==> src/rtl/ram_stream_reader_if.sv <==
// Command and output-stream bundle for ram_stream_reader.
// slave is the reader's view; master is the commander/consumer view.
interface ram_stream_reader_if #(
  parameter int DW = 8,
  parameter int AW = 8
);
  logic          cmd_valid;
  logic          cmd_ready;
  logic [AW-1:0] cmd_addr;
  logic [AW:0]   cmd_len;
  logic          m_valid;
  logic          m_ready;
  logic [DW-1:0] m_data;
  logic          m_last;

  modport slave (
    input  cmd_valid, cmd_addr, cmd_len, m_ready,
    output cmd_ready, m_valid, m_data, m_last
  );

  modport master (
    output cmd_valid, cmd_addr, cmd_len, m_ready,
    input  cmd_ready, m_valid, m_data, m_last
  );
endinterface

==> src/rtl/ram_stream_reader.sv <==
// Streams cmd_len words from a registered-read RAM starting at cmd_addr.
// Optional: define RAM_STREAM_READER_STALL_CNT_EN to add the stall_cnt output.
module ram_stream_reader #(
  parameter  int DW    = 8,
  parameter  int WORDS = 256,
  localparam int AW    = $clog2(WORDS)
) (
  input  logic                 clk,
  input  logic                 rst,
  ram_stream_reader_if.slave   bus,
  output logic [AW-1:0]        ram_addr,
  input  logic [DW-1:0]        ram_rd_data,
  output logic                 busy,
  output logic                 done
`ifdef RAM_STREAM_READER_STALL_CNT_EN
  ,
  output logic [15:0]          stall_cnt
`endif
);

  typedef enum logic [1:0] {IDLE, ISSUE, DRAIN} state_t;

  localparam logic [AW-1:0] ADDR_LAST = AW'(WORDS - 1);
  localparam logic [AW-1:0] ADDR_ONE  = AW'(1);
  localparam logic [AW:0]   REM_ONE   = (AW+1)'(1);
  localparam int            FIFO_D    = 4;

  state_t        state_q, state_d;
  logic [AW:0]   rem_q;
  logic          rd_vld_q;
  logic          rd_last_q;
  logic          cmd_fire;
  logic          credit_ok;
  logic          issue;
  logic          push;
  logic          pop;
  logic          last_pop;
  logic [AW-1:0] next_addr;

  logic [DW-1:0] fifo_data [FIFO_D];
  logic          fifo_last [FIFO_D];
  logic [1:0]    wr_ptr;
  logic [1:0]    rd_ptr;
  logic [2:0]    count;
  logic [2:0]    used;

  assign cmd_fire  = bus.cmd_valid && bus.cmd_ready;
  // Buffered words plus the one read in flight must fit the FIFO.
  assign used      = count + 3'(rd_vld_q);
  assign credit_ok = used < 3'(FIFO_D);
  assign issue     = (state_q == ISSUE) && credit_ok;
  assign push      = rd_vld_q;
  assign pop       = bus.m_valid && bus.m_ready;
  assign last_pop  = pop && bus.m_last;
  assign next_addr = (ram_addr == ADDR_LAST) ? '0 : ram_addr + ADDR_ONE;

  // NOTE: sequential state uses non-blocking assignments so every register
  // samples the pre-edge values of the others.
  always_ff @(posedge clk) begin
    if (rst) state_q <= IDLE;
    else     state_q <= state_d;
  end

  // NOTE: every combinational output gets a default first so no latch is inferred.
  always_comb begin
    state_d = state_q;
    case (state_q)
      IDLE:    if (cmd_fire && bus.cmd_len != '0) state_d = ISSUE;
      ISSUE:   if (issue && rem_q == REM_ONE)     state_d = DRAIN;
      DRAIN:   if (last_pop)                      state_d = IDLE;
      default:                                    state_d = IDLE;
    endcase
  end

  always_comb begin
    bus.cmd_ready = (state_q == IDLE);
    busy          = (state_q != IDLE);
  end

  always_ff @(posedge clk) begin
    if (rst) begin
      ram_addr  <= '0;
      rem_q     <= '0;
      rd_vld_q  <= 1'b0;
      rd_last_q <= 1'b0;
      done      <= 1'b0;
    end else begin
      rd_vld_q  <= issue;
      rd_last_q <= issue && (rem_q == REM_ONE);
      done      <= last_pop || (cmd_fire && bus.cmd_len == '0);
      if (cmd_fire) begin
        ram_addr <= bus.cmd_addr;
        rem_q    <= bus.cmd_len;
      end else if (issue) begin
        ram_addr <= next_addr;
        rem_q    <= rem_q - REM_ONE;
      end
    end
  end

  always_ff @(posedge clk) begin
    if (rst) begin
      wr_ptr <= '0;
      rd_ptr <= '0;
      count  <= '0;
    end else begin
      if (push) wr_ptr <= wr_ptr + 2'd1;
      if (pop)  rd_ptr <= rd_ptr + 2'd1;
      count <= count + 3'(push) - 3'(pop);
    end
  end

  // NOTE: FIFO storage is not reset; empty-state outputs are masked instead.
  always_ff @(posedge clk) begin
    if (push) begin
      fifo_data[wr_ptr] <= ram_rd_data;
      fifo_last[wr_ptr] <= rd_last_q;
    end
  end

  always_comb begin
    bus.m_valid = (count != '0);
    bus.m_data  = '0;
    bus.m_last  = 1'b0;
    if (bus.m_valid) begin
      bus.m_data = fifo_data[rd_ptr];
      bus.m_last = fifo_last[rd_ptr];
    end
  end

`ifdef RAM_STREAM_READER_STALL_CNT_EN
  always_ff @(posedge clk) begin
    if (rst || cmd_fire)
      stall_cnt <= '0;
    else if (bus.m_valid && !bus.m_ready && stall_cnt != 16'hFFFF)
      stall_cnt <= stall_cnt + 16'd1;
  end
`endif

endmodule
==> src/flat_wrapper.sv <==
// flat-port wrapper written by rule: the top's interface ports become plain ports
module ram_stream_reader_flat 
#(
  parameter  int DW    = 8,
  parameter  int WORDS = 256,
  localparam int AW    = $clog2(WORDS)
)
  (clk, rst, ram_addr, ram_rd_data, busy, done, bus_cmd_valid, bus_cmd_addr, bus_cmd_len, bus_m_ready, bus_cmd_ready, bus_m_valid, bus_m_data, bus_m_last);
  ram_stream_reader_if #(.DW(DW)) bus_i ();
  input  logic clk;
  input  logic rst;
  output logic [AW-1:0] ram_addr;
  input  logic [DW-1:0] ram_rd_data;
  output logic busy;
  output logic done;
  input wire logic [$bits(bus_i.cmd_valid)-1:0] bus_cmd_valid;
  input wire logic [$bits(bus_i.cmd_addr)-1:0] bus_cmd_addr;
  input wire logic [$bits(bus_i.cmd_len)-1:0] bus_cmd_len;
  input wire logic [$bits(bus_i.m_ready)-1:0] bus_m_ready;
  output wire logic [$bits(bus_i.cmd_ready)-1:0] bus_cmd_ready;
  output wire logic [$bits(bus_i.m_valid)-1:0] bus_m_valid;
  output wire logic [$bits(bus_i.m_data)-1:0] bus_m_data;
  output wire logic [$bits(bus_i.m_last)-1:0] bus_m_last;
  assign bus_i.cmd_valid = bus_cmd_valid;
  assign bus_i.cmd_addr = bus_cmd_addr;
  assign bus_i.cmd_len = bus_cmd_len;
  assign bus_i.m_ready = bus_m_ready;
  assign bus_cmd_ready = bus_i.cmd_ready;
  assign bus_m_valid = bus_i.m_valid;
  assign bus_m_data = bus_i.m_data;
  assign bus_m_last = bus_i.m_last;
  ram_stream_reader #(.DW(DW), .WORDS(WORDS)) u_core (.clk(clk), .rst(rst), .bus(bus_i), .ram_addr(ram_addr), .ram_rd_data(ram_rd_data), .busy(busy), .done(done));
endmodule
==> config.mk <==
export PLATFORM = sky130hd
export DESIGN_NAME = ram_stream_reader_flat
export DESIGN_NICKNAME = d
export VERILOG_FILES = /design/src/rtl/ram_stream_reader_if.sv /design/src/rtl/ram_stream_reader.sv /design/src/flat_wrapper.sv
export SDC_FILE = /design/constraint.sdc
export NUM_CORES = 1
export LEC_CHECK = 0
export ABC_AREA = 1
export CORE_MARGIN = 2
export CORE_UTILIZATION = 50
export CTS_BUF_LIST = sky130_fd_sc_hd__clkbuf_4
export CTS_CLUSTER_SIZE = 16
export DETAILED_ROUTE_END_ITERATION = 8
export PLACE_DENSITY = 0.75
export SLEW_MARGIN = 20
export SYNTH_ARGS = -nofsm -noshare
export SYNTH_HDL_FRONTEND = slang
export SYNTH_SLANG_ARGS = --single-unit
==> constraint.sdc <==
create_clock -name clk -period 1.95 [get_ports clk]
set_clock_uncertainty 0.1 [all_clocks]
set_input_delay 0.39 -clock clk [delete_from_list [all_inputs] [get_ports clk]]
set_output_delay 0.39 -clock clk [all_outputs]
set_load 0.02 [all_outputs]
== After elaboration in Yosys (flattened, before gate mapping) ==
Memory sizes are Yosys's and may differ from the RTL's. A register that Yosys moved wholly into a read port is not among the register bits.
Index checks and enable logic that the tools add are counted.
Operators by class
  eq/ne operators: 7
  magnitude comparators: 1
  muxes and demuxes: 17
  $add $sub $neg: 6
  reductions and logical operators: 15
Operators by type and width (number)
  8-bit 2-to-1 mux: 4
  9-bit 2-to-1 mux: 2
  2-bit 2-to-1 mux: 7
  9-bit by 1-bit equality test with 1-bit output, second input constant: 1
  9-bit logical NOT: 1
  9-bit nonzero test: 1
  9-bit by 1-bit subtractor with 9-bit output, second input constant: 1
  8-bit by 1-bit adder with 8-bit output, second input constant: 1
  8-bit equality test, second input constant: 1
  1-bit logical AND: 7
  2-bit case mux with 3 select lines: 1
  2-bit by 1-bit adder with 2-bit output, second input constant: 2
  2-bit != test, second input constant: 2
  2-bit nonzero test: 2
  3-bit by 1-bit adder with 3-bit output: 1
  3-bit less-than comparator, second input constant: 1
  1-bit 2-to-1 mux: 3
  3-bit AND reduction: 1
  3-bit nonzero test: 1
  3-bit by 1-bit subtractor with 3-bit output: 1
  2-bit by 1-bit equality test with 1-bit output, second input constant: 1
  2-bit equality test, second input constant: 1
  2-bit logical NOT: 1
  2-bit by 1-bit != test with 1-bit output, second input constant: 1
  1-bit logical OR: 1
Word-level totals
  memories kept: 2
  memory bits (writable): 36
  output and inout port bits: 21
  input bits: 29
  register bits: 29
  logic and storage cells: 57
Memory list
  u_core.fifo_data: depth 4, bits a word 8, read ports 1, clocked after memory_dff 1, wr ports 1, RTL line ram_stream_reader.sv:40  | logic [DW-1:0] fifo_data [FIFO_D];
  u_core.fifo_last: depth 4, bits a word 1, read ports 1, clocked after memory_dff 1, wr ports 1, RTL line ram_stream_reader.sv:41  | logic fifo_last [FIFO_D];

== Depth between registers and ports, before layout ==
Gate-level depths: netlist of the first run.
  depth in word-level cells: 6
  gate-level depth with buffers: 11
  mapped depth without buffers: 11

== Worst setup path before layout of the first run ==
OpenSTA, ideal clock, no wires.
  path type: register to output
  start: register (tool-made name)
  end: output port bus_m_data[5]
  cell stages (with the launch flop): 7
  setup slack: 0.281 ns
  path buffers: 2
  arrival: 1.179 ns
  cell sequence: dfxtp_1 buf_4 buf_2 nor2_1 nor2_1 o21ai_0 a21oi_1
RTL lines
  to (decl): RTL line flat_wrapper.sv:22  | output wire logic [$bits(bus_i.m_data)-1:0] bus_m_data;

==> flow_summary.toml, run 1 <==
[cts]
cts.sinks = 67
htreeDepth = 3
clock_latency_ps = 400
clockBufferDepth = 2
numCtsBuffers = 9
hold_buffers = 0
cts_tree = "yes"
clk_pin_slew_ps = 120
cts_root_buf = "clkbuf_4"

[routing]
vias = 2736
drc = 0
drt_iter0_markers = 170
ant_nets = 0
wire_per_inst_um = 13.6
viasPerCell = 5.14
drt-total-wl_um = 7210
dr.pass1.iters = 4

[yosys]
netlist_area_um2 = 3190
yosysWarnings = 0
avgSynthCellArea_um2 = 8.42
ys_ff_latch = 67
synth_area_leaders = "edfxtp_1, dfxtp_1, nor2_1"
ys_seq_area_share_pct = 53.3
syn_nets = 419
yosysTopAreaCellShare_pct = 33.9
synth_largest_area_cell = "edfxtp_1"
syn-instance-count = 379
yosysUniqueCellTypes = 31

[placed_design]
routabilityCongestion = 0.859
placed_cells = 511
io_buffers = 49
dpl.hpwl_um = 5100

[hold_path]
hp-class = "flip-flop to flip-flop"

[run_status]
violations = "setup timing"
status = "finished with violations"

[timing]
worst_slew_pin_slew_ps = 439
fin_ws_ps = -35.3
post-route-period-util_pct = 102
fin_setup_tns_ps = -51.0
fmax_mhz = 504
grt_setup_unrepaired = "yes"
slew_headroom_pct = 70.7
period_needed_ps = 1990
final_max_slew_viol_count = 0
setup_viol = 3
hold_viol_final = 0

[critical_path]
criticalPathCategory = "flip-flop to output port"
end_kind = "output port"
startpoint_type = "flip-flop"
required_ps = 1460
worstPathArrival_ps = 1500
worstPathMaxFanout = 6

[pwr]
ir_drop_mv = 0.697
power_leakage_nw = 1.79
power_w = 0.00474
powerDensity_nw_per_um2 = 1150

[final_layout]
fillers = 529
final_cells = 532
drive_gt1_share_pct = 14.9
diodes = 0
area_growth_pct = 29.0
nets = 490

[global_routing]
first_global_vias = 2649
grt_max_degree = 24
gr-total-overflow = 0
grt_pass1_wl_um = 12100
antenna_found_initial = 0
grt_util_all_layers_pct = 21.7

[floorplan]
die_height_um = 83.9
io_pins = 50
dieArea_um2 = 7040
core.rowCount = 29
start_util_pct = 50.9
die_x_um = 83.9
core_um2 = 6280

[run]
cap_violations = 0
==> logic make-up after synthesis <==
| kind of cell | after synthesis | synth area share (%) |
|---|---|---|
| xor gates and xnor gates | 4 | 1.10 |
| DFF | 67 | 53.3 |
| and+or+nand+nor | 183 | 23.9 |
| buffers and inverters | 52 | 7.13 |
| adders and majority gates | 11 | 4.31 |
| AOI/OAI and AO/OA | 62 | 10.3 |
==> layer usage <==
metal	share of wire, %	track usage [%]	vias to the layer above	routed length (um)
met5	0	0	-	0
met4	1.8	8.94	0	131
met3	6.8	5.14	12	492
met2	46	35.1	96	3320
met1	45	28.0	1237	3270
li1	-	-	1391	-
==> placed cells by master (no fill, tap or decap), types with 3 or more instances in the layout <==
cell and n:
nand2_1 73, nor2_1 70, inv_1 38, edfxtp_1 36, dfxtp_1 30, clkdlybuf4s50_1 29
a21oi_1 25, buf_4 24, nand3_1 17, o21ai_1 15, o21ai_0 13, ha_1 11
clkbuf_4 10, nor2_2 6, dlygate4sd2_1 6, buf_6 5, nand4_1 4, dlymetal6s2s_1 4
nor2_4 3, xor2_1 3, or2_2 3, nor3_1 3, bufinv_16 3
==> where the power goes <==
group          internal [W]  switching [W]  leakage [nW]
clock              0.000668       0.000519        0.0932
combinational      0.000820        0.00100          1.11
sequential          0.00162       0.000119         0.581
==> synthesized netlist by cell type (all sizes together) <==
master,n
nor2,79
nand2,74
inv,41
edfxtp,36
dfxtp,31
o21ai,28
a21oi,27
nand3,18
ha,11
buf,6
clkbuf,5
nand4,4
nor3,4
or2,3
xor2,3
a31oi,2
a22oi,1
nand3b,1
o211a,1
o211ai,1
o21a,1
o21bai,1
xnor2,1
==> worst paths after layout <==
kind                                       from                         endpoint  slack [ps]  depth (start not counted)
hold / removal    u_core.rd_ptr[1]$_SDFFE_PP0P_    u_core.rd_ptr[1]$_SDFFE_PP0P_         380                          2
setup / recovery                      flip-flop                    bus_m_data[4]         -40                          6
setup reg to reg     u_core.count[0]$_SDFF_PP0_  u_core.ram_addr[4]$_SDFFE_PP0P_         240                         10
hold reg to reg   u_core.rd_ptr[1]$_SDFFE_PP0P_    u_core.rd_ptr[1]$_SDFFE_PP0P_         380                          2
==> per-stage QoR <==
| stage | worst slack [ps] | util [%] | instance area [um2] | hold WS (ps) |
|---|---|---|---|---|
| floorplan | 281 | - | 3190 | 336 |
| global placement | -103 | 61.3 | 3850 | 351 |
| detailed placement | -182 | 61.3 | 3850 | 364 |
| CTS | -56.9 | 64.4 | 4040 | 384 |
| global route | -133 | 65.6 | 4120 | 423 |
| finish | -35.3 | 65.6 | 4120 | 377 |
==> sequential cells by signal, summed over array words and instances, names as in the netlist, named ones only <==
| name | flops |
|---|---|
| u_core.fifo_data | 32 |
| u_core.rd_last_q | 1 |
| u_core.count | 3 |
| u_core.rd_ptr | 2 |
| u_core.rem_q | 9 |
| u_core.wr_ptr | 2 |
| u_core.state_q | 2 |
| u_core.done | 1 |
| u_core.ram_addr | 8 |
| u_core.push | 1 |
| u_core.fifo_last | 4 |
==> layout make-up <==
| class | count | area [um2] | share of cell area (%) |
|---|---|---|---|
| Tap cell | 77 | 96.3 | 2.34 |
| Multi-Input combinational cell | 260 | 1290 | 31.4 |
| Inverter | 41 | 156 | 3.80 |
| Timing Repair Buffer | 71 | 679 | 16.5 |
| Sequential cell | 67 | 1710 | 41.4 |
| Clock inverter | 6 | 114 | 2.76 |
| Clock buffer | 10 | 75.1 | 1.82 |
==> critical path: stages, from the launching register on <==
cell	delay, ps
dfxtp_4	420
buf_6	130
nor2_1	50
nor2_1	70
o21ai_0	80
a21oi_1	170
buf_4	180
==> what timing repair did <==
item | CTS | global route
buffers inserted | 3 | 1
setup endpoints to repair | 16 | 14
cloned | 0 | 1
pin swaps | 2 | 13
gates resized for setup | 56 | 34
Power figures use the tool's default switching activity.
==> run 2, diff against run 1 <==
Settings changed: CAP_MARGIN set to 20, CTS_BUF_LIST sky130_fd_sc_hd__clkbuf_4 to not set.
==> flow_summary.toml, run 2 (same netlist as run 1, synthesis figures left out) <==
[floorplan]
core.rowCount = 29
start_util_pct = 50.9
dieArea_um2 = 7040
io_pins = 50
core_um2 = 6280
die_height_um = 83.9
die_x_um = 83.9

[hold_path]
hp-class = "flip-flop to flip-flop"
min_from = "u_core.rd_ptr[0]$_SDFFE_PP0P_"
hold_depth = 1
holdPathEnd = "u_core.rd_ptr[0]$_SDFFE_PP0P_"

[global_routing]
first_global_vias = 2678
antenna_found_initial = 0
grt_pass1_wl_um = 12100
grt_max_degree = 24
grt_util_all_layers_pct = 21.6
gr-total-overflow = 0

[routing]
viasPerCell = 5.17
ant_nets = 0
dr.pass1.iters = 4
drc = 0
vias = 2751
wire_per_inst_um = 13.5
drt-total-wl_um = 7200
drt_iter0_markers = 157

[timing]
slew_headroom_pct = 70.6
fmax_mhz = 521
final_max_slew_viol_count = 0
period_needed_ps = 1920
fin_setup_tns_ps = 0
worst_slew_pin_slew_ps = 441
post-route-period-util_pct = 98.4
grt_setup_unrepaired = "yes"
setup_viol = 0
hold_viol_final = 0

[pwr]
power_leakage_nw = 1.77
ir_drop_mv = 0.892
powerDensity_nw_per_um2 = 1180

[final_layout]
drive_gt1_share_pct = 13.4
diodes = 0
nets = 490
reg_top3 = "u_core.fifo_data: 32 flops, u_core.rem_q: 9 flops, u_core.ram_addr: 8 flops"
final_cell_mix = "nor2_1, nand2_1, inv_1"
area_growth_pct = 29.3
final_common_cell = "nor2_1"
final_cells = 532
top_register = "u_core.fifo_data"
largest_register_ffs = 32
final_core_util_pct = 65.8

[critical_path]
worstPathArrival_ps = 1430
worstPathMaxFanout = 10
rr_endpoint = "u_core.state_q[0]$_SDFFE_PP0P_"
reg2reg_slack_ps = 250
end_kind = "output port"
required_ps = 1460
ff2ff_path_depth = 9
r2r_start = "u_core.push$_SDFF_PP0_"
criticalPathCategory = "flip-flop to output port"
startpoint_type = "flip-flop"
critPathMaxStageDelay_ps = 390
slowest_stage = "dfxtp_4"
path_cells = "buf_6 -> nor2_1 -> nor2_1 -> o21ai_1 -> a21oi_1 -> buf_4"
cpMostUsedCell = "nor2_1"

[run]
cap_violations = 0

[cts]
numCtsBuffers = 9
clk_pin_slew_ps = 70
clockBufferDepth = 2
cts_root_buf = "clkbuf_8"
cts.sinks = 67
clock_latency_ps = 330
cts_tree = "yes"
htreeDepth = 3
hold_buffers = 0

[placed_design]
routabilityCongestion = 0.859
io_buffers = 49
dpl.hpwl_um = 5100
placed_cells = 511

[run_status]
status = "finished, final reports clean"
## run 2: changes by cell type in the layout (fill, tap and decap cells not counted), moves of 4 or more
cell | previous run | this run
buf_4 | 24 | 28
clkdlybuf4s50_1 | 29 | 34
nor2_1 | 70 | 75
clkbuf_4 | 10 | 0
o21ai_1 | 15 | 11
o21ai_0 | 13 | 17
clkbuf_8 | 0 | 9
nor2_2 | 6 | 2
## run 2: worst max path at each step
stage	start	to	depth (start not counted)
after floorplan	flip-flop	bus_m_data[5]	6
after global placement	flip-flop	bus_m_last	6
after detailed placement	flip-flop	bus_m_data[4]	6
after CTS	flip-flop	bus_m_data[1]	5
after global routing	flip-flop	bus_m_data[4]	6
final	flip-flop	bus_m_data[4]	6
## run 2: power by group
part           leakage, nW  internal [W]  switching (W)
Combinational         1.07      0.000779       0.000981
Clock                0.113      0.000854       0.000539
Sequential           0.581       0.00162       0.000108
Total                 1.77       0.00325        0.00163
## run 2: what timing repair did
item,CTS,global route
setup buffers,0,5
gates resized for setup,40,29
pin swaps,1,3
endpoints found under the setup margin,12,13
## run 2: final cells by class
type | instances | area, um2
clock buffer | 10 | 128
timing repair buffer | 71 | 657
fill | 525 | 2150
clock inverter | 6 | 114
inverter | 41 | 156
multi-input combinational | 260 | 1270
tap | 77 | 96.3
sequential | 67 | 1710
## run 2: critical path, delay by kind of cell (launching register included)
family,cells,cell delay (ps)
flops,1,390
buf+inv,2,320
compound gates,2,260
simple gates,2,130
## run 2: metal layers
metal	track usage, %	share of wire (%)	wire length (um)
met3	5.04	6.3	454
met1	27.6	45	3210
met2	34.8	46	3340
met4	10.1	2.7	194
met5	0	0	0
## run 2: stage by stage
step	total power, W	hold slack (ps)	cell area [um2]	worst slack [ps]
2_1_floorplan	0.00268	336	3190	281
3_3_place_gp	0.00333	351	3850	-103
3_5_place_dp	0.00339	364	3850	-182
4_1_cts	0.00468	378	4060	-28.7
5_1_grt	0.00516	410	4130	-40.9
6_report	0.00488	378	4130	32.2
